--- config.mk ---
export PLATFORM = sky130hd
export DESIGN_NAME = cm_loop_cnt
export DESIGN_NICKNAME = d
export VERILOG_FILES = /design/src/rtl/cnna_pkg.sv /design/src/rtl/cm_loop_lvl.sv /design/src/rtl/cm_loop_cnt.sv
export SDC_FILE = /design/constraint.sdc
export NUM_CORES = 1
export LEC_CHECK = 0
export CORE_MARGIN = 2
export CORE_UTILIZATION = 66
export CTS_CLUSTER_DIAMETER = 120
export DETAILED_ROUTE_END_ITERATION = 12
export DONT_BUFFER_PORTS = 1
export GPL_ROUTABILITY_DRIVEN = 0
export PLACE_DENSITY_LB_ADDON = 0.15
export SETUP_SLACK_MARGIN = 0.3
export SLEW_MARGIN = 20
export SYNTH_ARGS = -nofsm -noshare
export SYNTH_HDL_FRONTEND = slang
export SYNTH_SLANG_ARGS = --single-unit
--- constraint.sdc ---
create_clock -name I_clk -period 10.21 [get_ports I_clk]
set_clock_uncertainty 0.05 [all_clocks]
set_input_delay 2.042 -clock I_clk [delete_from_list [all_inputs] [get_ports I_clk]]
set_output_delay 2.042 -clock I_clk [all_outputs]
set_load 0.02 [all_outputs]
--- src/rtl/cnna_pkg.sv ---
// rtl/cnna_pkg.sv - shared defaults and FSM encoding for the nested loop counter

package cnna_pkg;

   // Default geometry: four nested levels of 8-bit counters.
   localparam int C_WIDTH_DEF  = 8;
   localparam int C_LEVELS_DEF = 4;

   // Sweep controller states.
   typedef enum logic [1:0] {
      ST_IDLE = 2'd0,
      ST_RUN  = 2'd1,
      ST_DONE = 2'd2
   } cnt_state_t;

endpackage

--- src/rtl/cm_loop_lvl.sv ---
// rtl/cm_loop_lvl.sv - one loop level: counter, latched upper, registered last-flag

module cm_loop_lvl
   import cnna_pkg::*;
#(
   parameter int C_WIDTH = C_WIDTH_DEF
) (
   input  logic               I_clk,
   input  logic               I_rst,
   input  logic               load,
   input  logic [C_WIDTH-1:0] upper_in,
   input  logic               inc,
   input  logic               wrap,
   output logic [C_WIDTH-1:0] cnt,
   output logic               last
);

   localparam logic [C_WIDTH-1:0] C_ONE = C_WIDTH'(1);

   logic [C_WIDTH-1:0] cnt_q;
   logic [C_WIDTH-1:0] cnt_d;
   logic [C_WIDTH-1:0] upper_q;
   logic [C_WIDTH-1:0] upper_d;
   logic               last_q;
   logic               last_d;

   // Next counter/upper value, and the last-flag derived from those next values
   // so the flag is already valid in the same cycle the counter shows its value.
   always_comb begin
      cnt_d   = cnt_q;
      upper_d = upper_q;
      if (load || I_rst) begin
         cnt_d   = '0;
         upper_d = upper_in;
      end else if (wrap) begin
         cnt_d = '0;
      end else if (inc) begin
         cnt_d = last_q ? '0 : cnt_q + C_ONE;
      end
      // An upper of 0 or 1 pins the level at 0 and makes it permanently last.
      if (upper_d <= C_ONE) begin
         last_d = 1'b1;
      end else begin
         last_d = (cnt_d == (upper_d - C_ONE));
      end
   end

   // Level state registers; reset takes the upper from the live input.
   always_ff @(posedge I_clk) begin
      if (I_rst) begin
         cnt_q   <= '0;
         upper_q <= upper_in;
         last_q  <= last_d;
      end else begin
         cnt_q   <= cnt_d;
         upper_q <= upper_d;
         last_q  <= last_d;
      end
   end

   assign cnt  = cnt_q;
   assign last = last_q;

endmodule

--- src/rtl/cm_loop_cnt.sv ---
// rtl/cm_loop_cnt.sv - nested multi-level loop counter with one-shot/free-run sweep control

module cm_loop_cnt
   import cnna_pkg::*;
#(
   parameter int C_WIDTH  = C_WIDTH_DEF,
   parameter int C_LEVELS = C_LEVELS_DEF
) (
   input  logic                         I_clk,
   input  logic                         I_rst,
   input  logic                         I_cnt_en,
   input  logic                         I_cnt_valid,
   input  logic                         I_one_shot,
   input  logic [C_LEVELS*C_WIDTH-1:0]  I_cnt_upper,
   output logic [C_LEVELS*C_WIDTH-1:0]  O_cnt,
   output logic [C_LEVELS-1:0]          O_over_flag,
   output logic                         O_busy,
   output logic                         O_done
);

   cnt_state_t          state_q;
   cnt_state_t          state_d;
   logic                busy_q;
   logic                done_q;
   logic                load;
   logic                advance;
   logic                terminal;
   logic [C_LEVELS-1:0] last_flag;
   logic [C_LEVELS-1:0] inc;

   // An enable drop wins over a coincident valid because advance needs I_cnt_en.
   assign load     = (state_q == ST_IDLE);
   assign advance  = (state_q == ST_RUN) && I_cnt_en && I_cnt_valid;
   assign terminal = advance && O_over_flag[C_LEVELS-1];

   genvar gi;
   generate
      for (gi = 0; gi < C_LEVELS; gi++) begin : g_lvl
         // Over-flag is a pure AND-prefix of registered last-flags.
         assign O_over_flag[gi] = &last_flag[gi:0];

         if (gi == 0) begin : g_inc0
            assign inc[gi] = advance;
         end else begin : g_incn
            assign inc[gi] = advance && O_over_flag[gi-1];
         end

         cm_loop_lvl #(
            .C_WIDTH (C_WIDTH)
         ) u_lvl (
            .I_clk    (I_clk),
            .I_rst    (I_rst),
            .load     (load),
            .upper_in (I_cnt_upper[gi*C_WIDTH +: C_WIDTH]),
            .inc      (inc[gi]),
            .wrap     (terminal),
            .cnt      (O_cnt[gi*C_WIDTH +: C_WIDTH]),
            .last     (last_flag[gi])
         );
      end
   endgenerate

   // Next-state logic for the sweep controller.
   always_comb begin
      state_d = state_q;
      case (state_q)
         ST_IDLE: begin
            if (I_cnt_en) begin
               state_d = ST_RUN;
            end
         end
         ST_RUN: begin
            if (!I_cnt_en) begin
               state_d = ST_IDLE;
            end else if (terminal && I_one_shot) begin
               state_d = ST_DONE;
            end
         end
         ST_DONE: begin
            if (!I_cnt_en) begin
               state_d = ST_IDLE;
            end
         end
         default: state_d = ST_IDLE;
      endcase
   end

   // State register plus registered busy and done-pulse outputs.
   always_ff @(posedge I_clk) begin
      if (I_rst) begin
         state_q <= ST_IDLE;
         busy_q  <= 1'b0;
         done_q  <= 1'b0;
      end else begin
         state_q <= state_d;
         busy_q  <= (state_d == ST_RUN);
         done_q  <= terminal;
      end
   end

   assign O_busy = busy_q;
   assign O_done = done_q;

endmodule

==> metrics.csv <==
metric,value,unit
"Seq/Total Area, Yosys",34.41,%
"Setup violations, final",0,
Worst Setup EP,g_lvl[3].u_lvl.last$_SDFF_PP1_,
first-pass GRT wire length,16010,um
CP required,10.44,ns
R2R Path Start,g_lvl[0].u_lvl.last$_SDFF_PP1_,
met1 usage in global routing,33.42,%
gr busiest metal,met2,
"wirelength, routed",9429,um
initial antenna violation count,0,
"Slew Viols, Final",0,
setup ws final,5.966,ns
vias per inst,6.122,
Seq cells post-synth,72,
total number of vias,3569,
reg2reg path depth,7,
Worst-Margin Slew,0.7935,ns
Post-Synthesis Cells,510,
critical path capture point type,flip-flop,
post-route setup TNS,0,ns
clock transition at the registers of the reported paths,0.08,ns
number of synthesized flops with an enable pin,0,
P_leak,1.710,nW
Initial Utilization,67.12,%
die height,83.67,um
GRT Residual Overflow,0,
post-route cell area,4384,um^2
maximum VDD drop,93.57,uV
worst skew pair latency,0.34,ns
post-placement cell area,4212,um^2
area of the mapped netlist,4189,um^2
HPWL after DPL,6981,um
Final min period,4.244,ns
fin crit share,41.57,%
placed insts,567,
M2 GR Usage,47.64,%
DR DRC count,0,
ys flop type,dfxtp_1,
Root Buffer,clkbuf_8,
I/O pin count,75,
R2R Setup Slk,7.15,ns
FMAX,235.6,MHz
Routed Antenna Nets,0,
"leading cell types in the layout, fill and taps excluded","dfxtp_1, nand2_1, inv_1",
WS Path Type,in2reg,
"area leader, netlist",dfxtp_1,
RSZ-0062 raised after global routing,no,
leading post-synthesis cells by cell area,"dfxtp_1, xnor2_1, mux2i_1, nand2_1, ha_1",
Port Buf Inserts,0,
"worst slack, placed",5.611,ns
post-CTS resize count,0,
CTS HTree Levels,3,
final-stage net count,550,
Cell Rows,29,
Synth Net Count,559,
max_cap viols,0,
total CTS buffers,9,
Worst Setup SP,I_rst,
Critical Path Start Type,primary input,
reg2reg end,g_lvl[3].u_lvl.last$_SDFF_PP1_,
met3 usage,6.330,%
CTS tree,yes,
total power,0.5695,mW
Power Density,129.9,nW/um^2
Iter 0 DRT Violations,174,
layout cells sized above 1,5.929,%
asr flop ratio synth,0,%
"critical path fanouts, max",37,
largest net degree at the start of global routing,53,
post-CTS setup buffers,0,
Ys Warns,0,
Tot GR Track Use,27.64,%
HP Class,reg2reg,
top cell type's share of synthesized area,34.41,%
"Area growth, synth to finish",4.659,%
Core Box Area,6241,um^2
CTS max path bufs,2,
"most common cell after layout, fill and taps aside",dfxtp_1,
wire per inst,16.17,um
Slew headroom,47.10,%
fill count,498,
number of global-route vias before repair,3515,
full die area,7001,um^2
crit path DAT,4.47,ns
quantity of hold-fixing buffers added after cts,0,
fin cells,583,
Die Width,83.67,um
outcome,"finished, final reports clean",
Cell variety after synth,56,
Fin. Hold Viols,0,
Avg Synthesized Cell Area,8.214,um^2
Antenna diodes,0,
clk sink count,72,
detailed-router iteration count before antenna repair,4,
per-layer routing:
| layer | up-vias | wire [um] |
|---|---|---|
| li1 | 1791 | - |
| met1 | 1663 | 4073 |
| met2 | 94 | 4604 |
| met3 | 21 | 568 |
| met4 | 0 | 183 |
| met5 | - | 0 |
registers in the layout, indices dropped and copies added (netlist names):
signal / cells
O_busy: 1
O_done: 1
g_lvl.u_lvl.cnt: 32
g_lvl.u_lvl.last: 4
g_lvl.u_lvl.upper_q: 32
state_q: 2
worst min-delay path by stage:
stage / endpoint / cells after the start / from
2_1_floorplan: g_lvl[2].u_lvl.upper_q[7]$_DFF_P_ / 2 / g_lvl[2].u_lvl.upper_q[7]$_DFF_P_
3_3_place_gp: g_lvl[2].u_lvl.upper_q[5]$_DFF_P_ / 2 / g_lvl[2].u_lvl.upper_q[5]$_DFF_P_
3_5_place_dp: g_lvl[0].u_lvl.upper_q[4]$_DFF_P_ / 2 / g_lvl[0].u_lvl.upper_q[4]$_DFF_P_
4_1_cts: g_lvl[0].u_lvl.upper_q[4]$_DFF_P_ / 2 / g_lvl[0].u_lvl.upper_q[4]$_DFF_P_
5_1_grt: g_lvl[0].u_lvl.upper_q[4]$_DFF_P_ / 2 / g_lvl[0].u_lvl.upper_q[4]$_DFF_P_
6_report: g_lvl[0].u_lvl.upper_q[3]$_DFF_P_ / 2 / g_lvl[0].u_lvl.upper_q[3]$_DFF_P_
logic make-up (layout without fill, tap and decap cells):
family	count (synthesis)	count (layout)	share of synthesized area, %
compound gates	92	92	14.19
xor+xnor	45	45	10.39
simple gates	204	204	25.18
fa+ha+maj	12	12	3.584
flops	72	72	34.41
mux	28	28	6.810
buf+inv	57	53	5.436
critical path: stages:
cell and delay, ns:
o21ba_2 0.73, o21ai_1 0.49, a21oi_2 0.37, mux2_2 0.38, a31oi_1 0.17, o2111ai_1 0.15, o21ai_1 0.13
cell usage after synthesis, types with 2 or more instances:
master and number:
xor2_1 8, a211o_1 2, or3_1 14, o21bai_1 2
o22ai_1 2, mux2_2 4, o211ai_1 5, o21a_1 3
or4_1 7, a21oi_2 2, nor2_1 28, mux2i_1 24
nor3_1 26, dfxtp_1 72, clkbuf_1 11, ha_1 12
o31ai_1 7, a21oi_1 22, a31oi_1 3, o21ai_1 6
nand4_1 11, buf_2 8, o2111ai_1 2, xnor3_1 3
nor4b_1 3, a2111oi_0 2, a21boi_0 3, and3_1 3
nor4_1 15, nand3_1 12, o21ai_0 18, a21o_1 3
inv_1 36, xnor2_1 34, a211oi_1 2, nand4b_1 4
nand2_1 63, and2_1 10
report_power, final:
part           total, mW  switching, mW  internal (mW)
Sequential         0.299        0.00802          0.291
Clock              0.202          0.109         0.0930
Combinational     0.0683         0.0380         0.0303
final cells by class:
cell class / count / area [um^2] / area share, %
clock buffers: 10 / 137.6 / 3.139
clock inverters: 6 / 35.03 / 0.7991
inverters: 36 / 135.1 / 3.082
multi-input cells: 381 / 2531 / 57.73
flip-flops and latches: 72 / 1441 / 32.88
well taps: 77 / 96.34 / 2.197
repair buffers: 1 / 7.507 / 0.1712
per-stage QoR:
step | util [%] | hold slack, ns
final | 70.25 | 0.4337
after detailed placement | 67.48 | 0.4286
after floorplan | - | 0.3946
after global routing | 70.25 | 0.4545
after CTS | 70.25 | 0.4380
after global placement | 67.48 | 0.4177
(Power assumes the default switching activity.)
